[src/rtl/dmem_pkg.sv]
// Shared types and constants for the data-memory arbiter: FSM state encoding,
// default bus widths and requester indices.
package dmem_pkg;

  localparam int ADDR_W_DEF = 8;
  localparam int DATA_W_DEF = 8;

  localparam logic REQ_CPU = 1'b0;
  localparam logic REQ_DMA = 1'b1;

  typedef enum logic [1:0] {
    IDLE  = 2'd0,
    LOCK0 = 2'd1,
    LOCK1 = 2'd2
  } state_t;

  function automatic state_t lock_state(input logic port);
    return port ? LOCK1 : LOCK0;
  endfunction

endpackage

[src/rtl/dmem_arbiter_if.sv]
// Bundle of both requester ports plus the memory-side pins of the arbiter.
interface dmem_arbiter_if
  import dmem_pkg::*;
#(
  parameter int ADDR_W = ADDR_W_DEF,
  parameter int DATA_W = DATA_W_DEF
);

  logic              p0_req;
  logic              p0_we;
  logic              p0_lock;
  logic [ADDR_W-1:0] p0_addr;
  logic [DATA_W-1:0] p0_wdata;
  logic              p0_gnt;
  logic              p0_rvalid;
  logic [DATA_W-1:0] p0_rdata;

  logic              p1_req;
  logic              p1_we;
  logic              p1_lock;
  logic [ADDR_W-1:0] p1_addr;
  logic [DATA_W-1:0] p1_wdata;
  logic              p1_gnt;
  logic              p1_rvalid;
  logic [DATA_W-1:0] p1_rdata;

  logic [ADDR_W-1:0] mem_addr;
  logic [DATA_W-1:0] mem_wdata;
  logic              mem_we;
  logic              mem_re;
  logic [DATA_W-1:0] mem_rdata;

  logic              lock_timeout;
  logic              busy;

  modport slave (
    input  p0_req, p0_we, p0_lock, p0_addr, p0_wdata,
    input  p1_req, p1_we, p1_lock, p1_addr, p1_wdata,
    input  mem_rdata,
    output p0_gnt, p0_rvalid, p0_rdata,
    output p1_gnt, p1_rvalid, p1_rdata,
    output mem_addr, mem_wdata, mem_we, mem_re,
    output lock_timeout, busy
  );

  modport master (
    output p0_req, p0_we, p0_lock, p0_addr, p0_wdata,
    output p1_req, p1_we, p1_lock, p1_addr, p1_wdata,
    output mem_rdata,
    input  p0_gnt, p0_rvalid, p0_rdata,
    input  p1_gnt, p1_rvalid, p1_rdata,
    input  mem_addr, mem_wdata, mem_we, mem_re,
    input  lock_timeout, busy
  );

endinterface

[src/rtl/dmem_rr_pick.sv]
// Two-way round-robin picker: a lone requester always wins, a tie goes to the
// port that did not win last time.
module dmem_rr_pick (
  input  logic [1:0] req,
  input  logic       last,
  output logic       winner,
  output logic       valid
);

  assign valid  = |req;
  assign winner = (&req) ? ~last : req[1];

endmodule

[src/rtl/dmem_arbiter.sv]
// Arbiter/sequencer sharing one 256x8 data memory port between the CPU and the
// debug/DMA loader, with locked multi-cycle sequences and registered read return.
module dmem_arbiter
  import dmem_pkg::*;
#(
  parameter int ADDR_W   = ADDR_W_DEF,
  parameter int DATA_W   = DATA_W_DEF,
  parameter int LOCK_MAX = 16
) (
  input  logic           clk,
  input  logic           rst,
  dmem_arbiter_if.slave  bus
);

  localparam int CNT_W = $clog2(LOCK_MAX + 1);
  localparam logic [CNT_W-1:0] LOCK_MAX_C = CNT_W'(LOCK_MAX);

  state_t            state, state_nxt;
  logic              last_gnt, last_nxt;
  logic [CNT_W-1:0]  lock_cnt, cnt_nxt;
  logic              timeout_nxt;
  logic              timeout_q;

  logic [1:0]        req_v;
  logic [1:0]        lock_v;
  logic [1:0]        gnt;
  logic              own;
  logic              pick_win;
  logic              pick_vld;

  logic [ADDR_W-1:0] addr_mux;
  logic [DATA_W-1:0] wdata_mux;
  logic              we_mux;
  logic              re_mux;

  logic              rvalid0_p1, rvalid1_p1;
  logic [DATA_W-1:0] rdata0_p1, rdata1_p1;

  assign req_v  = {bus.p1_req,  bus.p0_req};
  assign lock_v = {bus.p1_lock, bus.p0_lock};
  assign own    = (state == LOCK1) ? REQ_DMA : REQ_CPU;

  dmem_rr_pick u_pick (
    .req    (req_v),
    .last   (last_gnt),
    .winner (pick_win),
    .valid  (pick_vld)
  );

  // Grant decision and next-state: combinational in the request cycle.
  always_comb begin
    gnt         = 2'b00;
    state_nxt   = state;
    last_nxt    = last_gnt;
    cnt_nxt     = lock_cnt;
    timeout_nxt = 1'b0;
    case (state)
      IDLE: begin
        if (pick_vld) begin
          gnt[pick_win] = 1'b1;
          last_nxt      = pick_win;
          if (lock_v[pick_win]) begin
            state_nxt = lock_state(pick_win);
            cnt_nxt   = CNT_W'(1);
          end
        end
      end
      LOCK0, LOCK1: begin
        if (!req_v[own]) begin
          state_nxt = IDLE;
          cnt_nxt   = '0;
        end else if (!lock_v[own]) begin
          gnt[own]  = 1'b1;
          state_nxt = IDLE;
          cnt_nxt   = '0;
        end else if (lock_cnt < LOCK_MAX_C) begin
          gnt[own]  = 1'b1;
          cnt_nxt   = lock_cnt + CNT_W'(1);
        end else begin
          // Lock held too long: refuse the access and hand the next tie away.
          state_nxt   = IDLE;
          cnt_nxt     = '0;
          timeout_nxt = 1'b1;
          last_nxt    = own;
        end
      end
      default: begin
        state_nxt = IDLE;
        cnt_nxt   = '0;
      end
    endcase
    if (rst) gnt = 2'b00;
  end

  always_comb begin
    addr_mux  = '0;
    wdata_mux = '0;
    we_mux    = 1'b0;
    re_mux    = 1'b0;
    if (gnt[REQ_CPU]) begin
      addr_mux  = bus.p0_addr;
      wdata_mux = bus.p0_wdata;
      we_mux    = bus.p0_we;
      re_mux    = ~bus.p0_we;
    end else if (gnt[REQ_DMA]) begin
      addr_mux  = bus.p1_addr;
      wdata_mux = bus.p1_wdata;
      we_mux    = bus.p1_we;
      re_mux    = ~bus.p1_we;
    end
  end

  always_ff @(posedge clk) begin
    if (rst) begin
      state     <= IDLE;
      last_gnt  <= 1'b1;
      lock_cnt  <= '0;
      timeout_q <= 1'b0;
    end else begin
      state     <= state_nxt;
      last_gnt  <= last_nxt;
      lock_cnt  <= cnt_nxt;
      timeout_q <= timeout_nxt;
    end
  end

  // Read return: captured at the edge that ends the granted read.
  always_ff @(posedge clk) begin
    if (rst) begin
      rvalid0_p1 <= 1'b0;
      rvalid1_p1 <= 1'b0;
      rdata0_p1  <= '0;
      rdata1_p1  <= '0;
    end else begin
      rvalid0_p1 <= gnt[REQ_CPU] & ~bus.p0_we;
      rvalid1_p1 <= gnt[REQ_DMA] & ~bus.p1_we;
      if (gnt[REQ_CPU] && !bus.p0_we) rdata0_p1 <= bus.mem_rdata;
      if (gnt[REQ_DMA] && !bus.p1_we) rdata1_p1 <= bus.mem_rdata;
    end
  end

  assign bus.p0_gnt       = gnt[REQ_CPU];
  assign bus.p1_gnt       = gnt[REQ_DMA];
  assign bus.p0_rvalid    = rvalid0_p1;
  assign bus.p1_rvalid    = rvalid1_p1;
  assign bus.p0_rdata     = rdata0_p1;
  assign bus.p1_rdata     = rdata1_p1;
  assign bus.mem_addr     = addr_mux;
  assign bus.mem_wdata    = wdata_mux;
  assign bus.mem_we       = we_mux;
  assign bus.mem_re       = re_mux;
  assign bus.lock_timeout = timeout_q;
  assign bus.busy         = (state != IDLE) | (|gnt);

endmodule

[src/flat_wrapper.sv]
// flat-port wrapper written by rule: the top's interface ports become plain ports
module dmem_arbiter_flat import dmem_pkg::*;
#(
  parameter int ADDR_W   = ADDR_W_DEF,
  parameter int DATA_W   = DATA_W_DEF,
  parameter int LOCK_MAX = 16
)
  (clk, rst, bus_p0_req, bus_p0_we, bus_p0_lock, bus_p0_addr, bus_p0_wdata, bus_p1_req, bus_p1_we, bus_p1_lock, bus_p1_addr, bus_p1_wdata, bus_mem_rdata, bus_p0_gnt, bus_p0_rvalid, bus_p0_rdata, bus_p1_gnt, bus_p1_rvalid, bus_p1_rdata, bus_mem_addr, bus_mem_wdata, bus_mem_we, bus_mem_re, bus_lock_timeout, bus_busy);
  dmem_arbiter_if #(.ADDR_W(ADDR_W), .DATA_W(DATA_W)) bus_i ();
  input  logic clk;
  input  logic rst;
  input wire logic [$bits(bus_i.p0_req)-1:0] bus_p0_req;
  input wire logic [$bits(bus_i.p0_we)-1:0] bus_p0_we;
  input wire logic [$bits(bus_i.p0_lock)-1:0] bus_p0_lock;
  input wire logic [$bits(bus_i.p0_addr)-1:0] bus_p0_addr;
  input wire logic [$bits(bus_i.p0_wdata)-1:0] bus_p0_wdata;
  input wire logic [$bits(bus_i.p1_req)-1:0] bus_p1_req;
  input wire logic [$bits(bus_i.p1_we)-1:0] bus_p1_we;
  input wire logic [$bits(bus_i.p1_lock)-1:0] bus_p1_lock;
  input wire logic [$bits(bus_i.p1_addr)-1:0] bus_p1_addr;
  input wire logic [$bits(bus_i.p1_wdata)-1:0] bus_p1_wdata;
  input wire logic [$bits(bus_i.mem_rdata)-1:0] bus_mem_rdata;
  output wire logic [$bits(bus_i.p0_gnt)-1:0] bus_p0_gnt;
  output wire logic [$bits(bus_i.p0_rvalid)-1:0] bus_p0_rvalid;
  output wire logic [$bits(bus_i.p0_rdata)-1:0] bus_p0_rdata;
  output wire logic [$bits(bus_i.p1_gnt)-1:0] bus_p1_gnt;
  output wire logic [$bits(bus_i.p1_rvalid)-1:0] bus_p1_rvalid;
  output wire logic [$bits(bus_i.p1_rdata)-1:0] bus_p1_rdata;
  output wire logic [$bits(bus_i.mem_addr)-1:0] bus_mem_addr;
  output wire logic [$bits(bus_i.mem_wdata)-1:0] bus_mem_wdata;
  output wire logic [$bits(bus_i.mem_we)-1:0] bus_mem_we;
  output wire logic [$bits(bus_i.mem_re)-1:0] bus_mem_re;
  output wire logic [$bits(bus_i.lock_timeout)-1:0] bus_lock_timeout;
  output wire logic [$bits(bus_i.busy)-1:0] bus_busy;
  assign bus_i.p0_req = bus_p0_req;
  assign bus_i.p0_we = bus_p0_we;
  assign bus_i.p0_lock = bus_p0_lock;
  assign bus_i.p0_addr = bus_p0_addr;
  assign bus_i.p0_wdata = bus_p0_wdata;
  assign bus_i.p1_req = bus_p1_req;
  assign bus_i.p1_we = bus_p1_we;
  assign bus_i.p1_lock = bus_p1_lock;
  assign bus_i.p1_addr = bus_p1_addr;
  assign bus_i.p1_wdata = bus_p1_wdata;
  assign bus_i.mem_rdata = bus_mem_rdata;
  assign bus_p0_gnt = bus_i.p0_gnt;
  assign bus_p0_rvalid = bus_i.p0_rvalid;
  assign bus_p0_rdata = bus_i.p0_rdata;
  assign bus_p1_gnt = bus_i.p1_gnt;
  assign bus_p1_rvalid = bus_i.p1_rvalid;
  assign bus_p1_rdata = bus_i.p1_rdata;
  assign bus_mem_addr = bus_i.mem_addr;
  assign bus_mem_wdata = bus_i.mem_wdata;
  assign bus_mem_we = bus_i.mem_we;
  assign bus_mem_re = bus_i.mem_re;
  assign bus_lock_timeout = bus_i.lock_timeout;
  assign bus_busy = bus_i.busy;
  dmem_arbiter #(.ADDR_W(ADDR_W), .DATA_W(DATA_W), .LOCK_MAX(LOCK_MAX)) u_core (.clk(clk), .rst(rst), .bus(bus_i));
endmodule
[config.mk]
export PLATFORM = sky130hd
export DESIGN_NAME = dmem_arbiter_flat
export DESIGN_NICKNAME = d
export VERILOG_FILES = /design/src/rtl/dmem_pkg.sv /design/src/rtl/dmem_arbiter_if.sv /design/src/rtl/dmem_rr_pick.sv /design/src/rtl/dmem_arbiter.sv /design/src/flat_wrapper.sv
export SDC_FILE = /design/constraint.sdc
export NUM_CORES = 1
export LEC_CHECK = 0
export CORE_MARGIN = 4
export CORE_UTILIZATION = 35
export CTS_BUF_LIST = sky130_fd_sc_hd__clkbuf_16
export CTS_CLUSTER_DIAMETER = 50
export DETAILED_ROUTE_END_ITERATION = 12
export GPL_TIMING_DRIVEN = 0
export PLACE_DENSITY_LB_ADDON = 0.12
export SLEW_MARGIN = 10
export SYNTH_ARGS = -nofsm -noshare
export SYNTH_HDL_FRONTEND = slang
export SYNTH_SLANG_ARGS = --single-unit
[constraint.sdc]
create_clock -name clk -period 4.4 [get_ports clk]
set_clock_uncertainty 0.15 [all_clocks]
set_input_delay 0.66 -clock clk [delete_from_list [all_inputs] [get_ports clk]]
set_output_delay 0.66 -clock clk [all_outputs]
set_load 0.01 [all_outputs]
# --- Yosys cells after proc, flatten, opt, wreduce, memory -nomap -nowiden ---
# Index checks and enable logic that the tools add are counted.
# W data, S select, Z words.
word_totals:
  elab_cells: 93
  out_inout_bits: 40
  in_bits: 48
  regBits: 27
classes:
  bitwise_logic: 9
  magnitude_cmp: 5
  reduce_logical: 17
  addsub: 1
  n_eq_ne: 8
  mux: 45
op_table:
  columns: ["operator", "count"]
  rows:
  - ["$mux W8", 4]
  - ["$mux W5", 5]
  - ["$mux W2", 11]
  - ["$mux W1", 19]
  - ["$pmux W5 S2", 1]
  - ["$ne A2 B1 Y1 const B", 4]
  - ["$pmux W2 S2", 2]
  - ["$not A1 Y1", 6]
  - ["$reduce_or A2 Y1", 3]
  - ["$add A5 B1 Y5 const B", 1]
  - ["$lt A5 B5 Y1 const B", 1]
  - ["$reduce_and A5 Y1", 1]
  - ["$logic_and A1 B1 Y1", 4]
  - ["$lt A1 B2 Y1 const B", 2]
  - ["$ne A4 B4 Y1 const B", 1]
  - ["$reduce_and A2 Y1", 2]
  - ["$reduce_bool A2 Y1", 2]
  - ["$reduce_or A4 Y1", 1]
  - ["$reduce_and A3 Y1", 1]
  - ["$and A1 B1 Y1", 2]
  - ["$demux W1 S1", 2]
  - ["$eq A2 B1 Y1 const B", 1]
  - ["$eq A2 B2 Y1 const B", 1]
  - ["$ge A1 B1 Y1 const B", 2]
  - ["5 further kinds", 6]

# --- Logic depth before layout (Yosys ltp) ---
depth:
  word_depth: 13
  depth_mapped: 9
  ltp_nobuf: 7

# --- Modules after synthesis ---
# From an unflattened synthesis, not the netlist that was laid out.
hier_totals:
  cells_unflattened: 184
  area_unflattened_um2: 1522.7
by_module_without_submodules:
  columns: ["mod", "seq_area_each_um2", "area_each_um2", "cells_each", "instances"]
  rows:
  - ["dmem_arbiter", 540.5, 1508.9, 182, 1]
  - ["dmem_rr_pick", 0.0, 13.8, 2, 1]

# --- Worst setup path after synthesis ---
# No wires, ideal clock.
synth_path:
  path_kind: "reg-to-output"
  from: "reg u_core.state[1]"
  to: "out bus_mem_re"
  path_buffers: 2
  required_time_ps: 3590
  slack_ps: 1669
  t_arrival_ps: 1921
  path_stages_with_launch: 9
  path_cell_list: "dfxtp_1 -> inv_1 -> ha_1 -> clkbuf_1 -> nand3b_1 -> a21oi_1 -> or2_2 -> buf_2 -> o41ai_1"
synth_between:
  elab_chain_cells: 13
  elab_cells_between_ends: 21
  classes_between: "2 x order compare; 2 x eq/ne; 14 x mux; 3 x reduce/logical"
synth_lines:
  columns: ["element", "line_no", "rtl"]
  rows:
  - ["start: declaration", "dmem_arbiter.sv:18", "state_t state, state_nxt;"]
  - ["start signal: assignment", "dmem_arbiter.sv:120", "state <= state_nxt;"]
  - ["$eq A2 B2 Y1", "dmem_arbiter.sv:41, dmem_arbiter.sv:57", null]
  - ["$mux W1", "dmem_arbiter.sv:41", "assign own = (state == LOCK1) ? REQ_DMA : REQ_CPU;"]
  - ["$lt A1 B2 Y1 (not written as such) or $ge A1 B1 Y1 (tied branches)", "dmem_arbiter.sv:73, dmem_arbiter.sv:77", null]
  - ["$logic_and A1 B1 Y1 (not written as such)", "dmem_arbiter.sv:73, dmem_arbiter.sv:77", null]
  - ["$mux W1 (not written as such)", "dmem_arbiter.sv:73, dmem_arbiter.sv:77", null]
  - ["$demux W1 S1", null, null]
  - ["$mux W2", "dmem_arbiter.sv:76", "end else if (lock_cnt < LOCK_MAX_C) begin"]
  - ["$mux W2", "dmem_arbiter.sv:72", "end else if (!lock_v[own]) begin"]
  - ["$mux W2", "dmem_arbiter.sv:69", "if (!req_v[own]) begin"]
  - ["$pmux W2 S2 *", "dmem_arbiter.sv:57", "case (state)"]
  - ["$mux W2 *", "dmem_arbiter.sv:92", "if (rst) gnt = 2'b00;"]
  - ["$mux W1", "dmem_arbiter.sv:105", "end else if (gnt[REQ_DMA]) begin"]
  - ["$mux W1 *", "dmem_arbiter.sv:100", "if (gnt[REQ_CPU]) begin"]
  - ["end: declaration", "flat_wrapper.sv:32", "output wire logic [$bits(bus_i.mem_re)-1:0] bus_mem_re;"]
# Mark *: on every way between the ends. The rest lies on a longest branch, timed or not. The select of a mux whose other input is x is not followed.

# --- Worst setup path in the final report ---
layout_path:
  from: "in rst"
  to: "out bus_mem_we"
layout_between:
  elab_chain_cells: 3
layout_lines:
  columns: ["element", "line_no", "rtl"]
  rows:
  - ["start: declaration", "flat_wrapper.sv:11", "input logic rst;"]
  - ["$mux W2 *", "dmem_arbiter.sv:92", null]
  - ["$mux W1", "dmem_arbiter.sv:105", null]
  - ["$mux W1 *", "dmem_arbiter.sv:100", null]
  - ["end: declaration", "flat_wrapper.sv:31", "output wire logic [$bits(bus_i.mem_we)-1:0] bus_mem_we;"]
# Mark *: on every way between the ends. The rest lies on a longest branch, timed or not.

==> summary.md <==
| Metric | Value |
|---|---|
| Syn Nets | `246` |
| Final Worst Setup Slack | `441 ps` |
| Total global-route track usage | `0.169` |
| Min Tclk post-route | `3960 ps` |
| Synth area leaders | `dfxtp_1 32%, a32o_1 9.9%, mux2_2 7.2%` |
| Arr. time, crit path | `3150 ps` |
| Peak Freq | `253 MHz` |
| #FFs+latches synth | `27` |
| Hold EP | `u_core.bus.p0_rdata[1]` |
| CORE AREA | `4720 µm²` |
| CTS resizes | `0` |
| Iteration-0 DRC count of the detailed router | `196` |
| R2R Path Start | `u_core.state[1]` |
| Hold_sp | `u_core.bus.p0_rdata[1]` |
| Initial Util | `0.363` |
| Commonest non-fill, non-tap cells in the layout | `87 x clkdlybuf4s50_1, 27 x dfxtp_1, 17 x a32o_1` |
| TritonCTS clock tree | `built` |
| CP Max Fanout | `10` |
| Fillers | `433` |
| Layout cells sized above 1 | `0.0986` |
| Pwr/cell area | `395 nW/µm²` |
| Status | `finished, final reports clean` |
| Post-CTS setup buffers | `0` |
| First drt pass iteration count | `6` |
| Yosys top cell by area | `dfxtp_1` |
| Initial antenna violation count | `0` |
| Setup total negative slack | `0 ps` |
| Syn Inst Count | `193` |
| Max-cap viol count | `0` |
| Root buf cell | `clkbuf_16` |
| # diodes | `0` |
| Static Leak | `0.00108 µW` |
| YS warnings | `0` |
| Die X | `78.0 µm` |
| P&R area growth vs syn | `60.3%` |
| Cell Rows | `25` |
| Area of the die | `6080 µm²` |
| Post-synth EDFFs | `0` |
| Num Clock Sinks | `27` |
| Syn avg cell area | `8.88 µm²` |
| Register area share after synthesis | `0.316` |
| Drt wl/cell | `14.6 µm` |
| Cts hold-fix bufs | `0` |
| CP Class | `in -> out` |
| Worst path required time | `3590 ps` |
| Clock slew at reported path FFs | `70 ps` |
| Post-DR vias/cell | `5.03` |
| Worst-Skew Late Latency | `260 ps` |
| Final wirelength | `5120 µm` |
| HP Class | `reg -> reg` |
| Synth Cell Area | `1710 µm²` |
| Via count | `1,766` |
| Final nets | `338` |
| CTS Buf Count | `3` |
| First-pass GRT wire length | `8560 µm` |
| R2r endpoint | `u_core.bus.p0_rdata[5]` |
| Port-buffer cells | `87` |
| Commonest non-fill, non-tap cell in the layout | `clkdlybuf4s50_1` |
| Vias in the first global route | `1,721` |
| Period utilization | `0.900` |
| Max clock buf depth | `2` |
| Post-DP HPWL | `3990 µm` |
| Largest net degree at the start of global routing | `15` |
| Netlist cell types | `42` |
| VDD IR-drop max | `0.000212 V` |
| Die Y | `78.0 µm` |
| Hold Path Stages | `2` |
| FF/Latch Area | `541 µm²` |
| Post-DRT Antenna Nets | `0` |
| I/O pin count | `88` |
| FF-to-FF setup slack | `1940 ps` |
| RSZ-0062 raised after global routing | `no` |
| Setup-failing EPs final | `0` |
| Main synth FF type | `dfxtp_1` |
| Number of H-tree levels | `1` |
| Slew HR | `0.607` |
| Synth top area share | `0.316` |
| Area of the multi-input gates | `1040 µm²` |
| Routability cong. | `0.772` |
| Reg2Reg Depth | `8` |
| Startpoint types | `input pin` |
| Fin. max-slew vios | `0` |
| Hold Violations, Final | `0` |
| Slew @ Worst Pin | `590 ps` |
| # DRC | `0` |
| Setup WS pre-CTS | `429 ps` |
| Grt total ovfl | `0` |
| Ys async rst share | `0` |
| CP endpoint kind | `primary output` |
## per-layer routing
layer	part of all wire	global-route usage	wire, µm
met1	0.48	0.242	2440
met2	0.43	0.254	2190
met3	0.085	0.0534	435
met4	0.0094	0.0210	48
met5	0	0	0
## critical path: stages
cell and delay, ps:
clkdlybuf4s50_1 420, clkbuf_1 240, nor2_1 520, clkbuf_1 420
o211ai_1 170, o41ai_1 100, clkdlybuf4s50_1 630
## synthesized netlist by cell type (6+ instances only)
master / n
dfxtp_1: 27
nor3b_1: 16
buf_2: 6
mux2_2: 11
inv_1: 12
clkbuf_1: 7
nor2_1: 13
nand3_1: 7
mux2i_1: 7
nand2b_1: 7
a32o_1: 17
nand2_1: 8
nor2b_1: 9
## sequential cells by signal (all words and copies together) (netlist names)
signal and cells:
u_core.bus.p0_rvalid 1, u_core.bus.p1_rvalid 1, u_core.lock_cnt 5, u_core.last_gnt 1
u_core.bus.p1_rdata 8, u_core.bus.lock_timeout 1, u_core.state 2, u_core.bus.p0_rdata 8
## final cells by class
type	count	share of cell area
Buffer	16	0.0310
Tap cell	67	0.0305
Multi-Input combinational cell	137	0.378
Inverter	13	0.0178
Sequential cell	27	0.197
Clock buffer	3	0.0273
Clock inverter	1	0.00137
Timing Repair Buffer	87	0.317
## worst max-delay path by stage
stage	slack [ps]	startpoint	endpoint
global route	180	rst	bus_mem_we
finish	440	rst	bus_mem_we
detailed placement	430	rst	bus_mem_we
global placement	410	rst	bus_mem_we
CTS	420	rst	bus_mem_we
floorplan	1670	u_core.state[1]	bus_mem_re
## power breakdown
part	internal (µW)	leakage, µW	switching (µW)
combinational	302	0.000814	285
clock	121	0.0000423	78.9
sequential	278	0.000220	18.9
total	702	0.00108	382
## through the flow
step           cell area [µm²]  instances  hold slack, ps   util  total power (µW)
3_3_place_gp              2670        347             311  0.565               887
4_1_cts                   2750        351             327  0.581              1090
2_1_floorplan             1710        193             299      -               640
3_5_place_dp              2670        347             319  0.565               890
6_report                  2750        351             325  0.581              1080
5_1_grt                   2750        351             351  0.581              1160
## cells by family after synthesis
family / count (synthesis) / synth area share
AO/OA/AOI/OAI: 40 / 0.202
adder cells (fa/ha/maj): 5 / 0.0365
buffers and inverters: 29 / 0.0782
flip-flops: 27 / 0.316
multiplexers: 18 / 0.113
AND/OR/NAND/NOR: 74 / 0.255
No activity file was read; power rests on OpenSTA's default activity.
==> edit 1, RTL diff (same flow settings) <==
`LOCK_MAX` is set to 16 in 2 places; all go to 8.
--- a/src/rtl/dmem_arbiter.sv
+++ b/src/rtl/dmem_arbiter.sv
@@ -6,5 +6,5 @@
   parameter int ADDR_W   = ADDR_W_DEF,
   parameter int DATA_W   = DATA_W_DEF,
-  parameter int LOCK_MAX = 16
+  parameter int LOCK_MAX = 8
 ) (
   input  logic           clk,
--- a/src/flat_wrapper.sv
+++ b/src/flat_wrapper.sv
@@ -4,5 +4,5 @@
   parameter int ADDR_W   = ADDR_W_DEF,
   parameter int DATA_W   = DATA_W_DEF,
-  parameter int LOCK_MAX = 16
+  parameter int LOCK_MAX = 8
 )
   (clk, rst, bus_p0_req, bus_p0_we, bus_p0_lock, bus_p0_addr, bus_p0_wdata, bus_p1_req, bus_p1_we, bus_p1_lock, bus_p1_addr, bus_p1_wdata, bus_mem_rdata, bus_p0_gnt, bus_p0_rvalid, bus_p0_rdata, bus_p1_gnt, bus_p1_rvalid, bus_p1_rdata, bus_mem_addr, bus_mem_wdata, bus_mem_we, bus_mem_re, bus_lock_timeout, bus_busy);
Function: changed (a bounded check fails within 10 cycles, from zero or initial values and one cycle with rst high).
==> edit 1 against the unedited design <==
- setup slack improved by 0.062 ns
- wire length fell by 13%
- power fell by 1.0%
- sequential cell count fell by 1
- area after synthesis fell by 12%
- clock power rose by 32%
- design area fell by 7.6%
- critical path type unchanged
- critical endpoint is now bus_mem_addr[3]
==> edit 1: results (changes against the unedited design) <==
set qor(placement.setup.worst_slack_ns) 0.507 ;# was 0.429 ns
set qor(worstPathArrival_ns) 3.09 ;# was 3.15 ns
set qor(first_pass_iters) 4 ;# was 6
set qor(postSynthCellCount) 159 ;# was 193
set qor(worst_r2r_endpoint) {u_core.state[1]} ;# was u_core.bus.p0_rdata[5]
set qor(global_route.usage.total) 0.167 ;# was 0.169
set qor(hold_path_startpoint) {u_core.bus.p0_rdata[4]} ;# was u_core.bus.p0_rdata[1]
set qor(io_buffer_count) 87 ;# unchanged
set qor(grt_start_max_net_pins) 16 ;# was 15
set qor(hold_slack_ns) 0.317 ;# was 0.325 ns
set qor(synth_nets) 212 ;# was 246
set qor(max-vdd-ir-drop_uv) 213 ;# was 212 uV
set qor(ff2ff_setup_slack_ns) 2.30 ;# was 1.94 ns
set qor(post_synth_main_area_contributors) {dfxtp_1 35%, a22o_1 9.3%, ha_1 4.2%} ;# was dfxtp_1 32%, a32o_1 9.9%, mux2_2 7.2%
set qor(standard_cell_area_after_detailed_placement_um2) 2430 ;# was 2670 um2
set qor(route.met2.wl_um) 2220 ;# was 2190 um
set qor(layout_min_cycle_time_ns) 3.90 ;# was 3.96 ns
set qor(r2r.worst_path.cells) 6 ;# was 8
set qor(met2_use_gr) 0.271 ;# was 0.254
set qor(initial_drc_count) 79 ;# was 196
set qor(worst-path-max-fanout) 10 ;# unchanged
set qor(finish.cell_count_without_fillers) 300 ;# was 351
set qor(critical_path.endpoint) {bus_mem_addr[3]} ;# was bus_mem_we
set qor(wire_length_of_the_first_global_routing_pass_um) 7290 ;# was 8560 um
set qor(synth.top_cells.by_count) {26 x dfxtp_1, 16 x a22o_1, 14 x inv_1} ;# was 27 x dfxtp_1, 17 x a32o_1, 16 x nor3b_1
set qor(drive_gt1_frac) 0.0800 ;# was 0.0986
set qor(route.detailed.wl_per_inst_um) 14.8 ;# was 14.6 um
set qor(gr-usage-met3) 0.0561 ;# was 0.0534
set qor(routed-via-count) 1531 ;# was 1766
set qor(min_to) {u_core.bus.p0_rdata[4]} ;# was u_core.bus.p0_rdata[1]
set qor(grt_util_met1) 0.213 ;# was 0.242
set qor(worstReg2RegStart) {u_core.state[0]} ;# was u_core.state[1]
set qor(p_leak_nw) 1.04 ;# was 1.08 nW
set qor(outcome) {finished clean} ;# unchanged
set qor(vias_in_the_first_global_route) 1594 ;# was 1721
set qor(routedLengthMet1_um) 1910 ;# was 2440 um
set qor(gpl.final_weighted_congestion) 0.716 ;# was 0.772
set qor(hpwl_um) 3550 ;# was 3990 um
set qor(synth.yosys.seq_area_share) 0.347 ;# was 0.316
set qor(crit_path_max_incr_delay_ns) 0.54 ;# was 0.63 ns
set qor(met3WireLength_um) 247 ;# was 435 um
## edit 1: layout make-up
cell class / count / area (um2)
repair buffers: 87 / 871
inverters: 14 / 52.6
flip-flops and latches: 26 / 520
multi-input cells: 112 / 885
fillers: 364 / 1550
clock buffers: 3 / 75.1
clock inverters: 1 / 30.0
plain buffers: 7 / 42.5
well taps: 50 / 62.6
## edit 1: where the power goes
part           switching [mW]  internal (mW)
Clock                  0.0825          0.181
Sequential             0.0203          0.271
Combinational           0.243          0.275
Total                   0.346          0.727
## edit 1: kinds of logic (layout without fill, tap and decap cells)
| group | after synthesis | in the layout | synth area share |
|---|---|---|---|
| AOI/OAI and AO/OA | 50 | 50 | 0.287 |
| and+or+nand+nor | 45 | 45 | 0.173 |
| DFF | 26 | 26 | 0.347 |
| buffers and inverters | 21 | 112 | 0.0634 |
| muxes | 12 | 12 | 0.0876 |
| adders and majority gates | 5 | 5 | 0.0417 |
==> edit 2, RTL diff (same flow settings) <==
Without the edit above. Reset style: asynchronous (`rst`), changed in 2 clocked blocks.
--- a/src/rtl/dmem_arbiter.sv
+++ b/src/rtl/dmem_arbiter.sv
@@ -111,5 +111,5 @@
   end
 
-  always_ff @(posedge clk) begin
+  always_ff @(posedge clk or posedge rst) begin
     if (rst) begin
       state     <= IDLE;
@@ -126,5 +126,5 @@
 
   // Read return: captured at the edge that ends the granted read.
-  always_ff @(posedge clk) begin
+  always_ff @(posedge clk or posedge rst) begin
     if (rst) begin
       rvalid0_p1 <= 1'b0;
Function: differs if rst is asserted again (counterexample within 4 cycles, from zero or initial values and one cycle with rst high); with rst held inactive, the same outputs for 10 cycles.
==> edit 2 against the unedited design <==
- power rose by 41%
- clock power rose by 5%
- area after synthesis is 5.1% lower
- sequential cell count unchanged
- largest power group unchanged
- final cell count fell by 21%
- combinational power rose by 54%
- register-to-register slack gained 0.02 ns
- critical path type unchanged
- setup slack improved by 0.062 ns
- largest cell class is now non-clock buffers
- wire length fell by 0.90%
- maximum frequency grew 1.6%
- highest routed layer unchanged
- design area is 3.7% lower
- synthesized cell count decreased by 31%
==> edit 2: results (changes against the unedited design) <==
set qor(grt_start_max_net_pins) 28 ;# was 15
set qor(final_critical_path_setup_slack_ns) 0.503 ;# was 0.441 ns
set qor(wl_um) 5070 ;# was 5120 um
set qor(timing.critical_path.from) {bus_p1_lock} ;# was rst
set qor(outcome) {finished clean} ;# unchanged
set qor(max-vdd-ir-drop_uv) 354 ;# was 212 uV
set qor(cell_total_after_placement) 273 ;# was 347
set qor(hold_slack_ns) 0.340 ;# was 0.325 ns
set qor(fin_nets) 279 ;# was 338
set qor(post-route-cell-area_um2) 2640 ;# was 2750 um2
set qor(synthesis.area_per_instance_um2) 12.1 ;# was 8.88 um2
set qor(placement.setup.worst_slack_ns) 0.516 ;# was 0.429 ns
set qor(global_route.usage.total) 0.166 ;# was 0.169
set qor(crit_path_max_incr_delay_ns) 0.56 ;# was 0.63 ns
set qor(ff2ff_setup_slack_ns) 1.96 ;# was 1.94 ns
set qor(post_synth_main_area_contributors) {dfrtp_1 40%, mux2_4 12%, a32o_1 11%} ;# was dfxtp_1 32%, a32o_1 9.9%, mux2_2 7.2%
set qor(initial_drc_count) 83 ;# was 196
set qor(p_leak_nw) 1.12 ;# was 1.08 nW
set qor(count_of_distinct_cell_types_in_the_synthesized_netlist) 44 ;# was 42
set qor(vias_in_the_first_global_route) 1551 ;# was 1721
set qor(prevailing_post_synth_register_cell) {dfrtp_1} ;# was dfxtp_1
set qor(first_pass_iters) 4 ;# was 6
set qor(share_of_async_settable_or_async_resettable_flops_after_synthesis) 1.00 ;# was 0
set qor(synth_nets) 187 ;# was 246
set qor(total_power_mw) 1.53 ;# was 1.08 mW
set qor(gpl.final_weighted_congestion) 0.858 ;# was 0.772
set qor(worst-slew-pin-transition_ns) 1.03 ;# was 0.590 ns
set qor(wire_length_of_the_first_global_routing_pass_um) 8000 ;# was 8560 um
set qor(synth.yosys.seq_area_share) 0.416 ;# was 0.316
set qor(worstReg2RegStart) {u_core.state[1]} ;# unchanged
set qor(comb-power_uw) 903 ;# was 587 uW
set qor(worstHoldPathCells) 1 ;# was 2
edit 2: changes by cell type after synthesis, moves of 4 or more:
cell / change
dfxtp_1: -27
mux2i_1: -5
dfrtp_1: +26
nor2_1: -9
mux2_2: -9
clkbuf_1: -7
nor2b_1: -8
mux2_1: +4
inv_1: -5
nor3b_1: -16
nand2b_1: -4
mux2_4: +13
buf_2: -4
edit 2: layout make-up:
cell class	count	area, um2
sequential	27	677
inverter	8	32.5
tap	52	65.1
buffer	5	40.0
clock inverter	1	7.51
multi-input combinational	94	876
timing repair buffer	87	871
fill	375	1770
clock buffer	3	75.1
edit 2: cells by family after synthesis:
family | share of synthesized area
compound gates | 0.212
mux | 0.182
fa+ha+maj | 0.0385
buf+inv | 0.0447
simple gates | 0.106
flops | 0.416
edit 2: per-layer routing:
layer	vias up	global-route usage	wire length, um
li1	697	-	-
met1	752	0.202	2090
met2	45	0.297	2660
met3	10	0.0378	247
met4	0	0.0367	71
met5	-	0	0
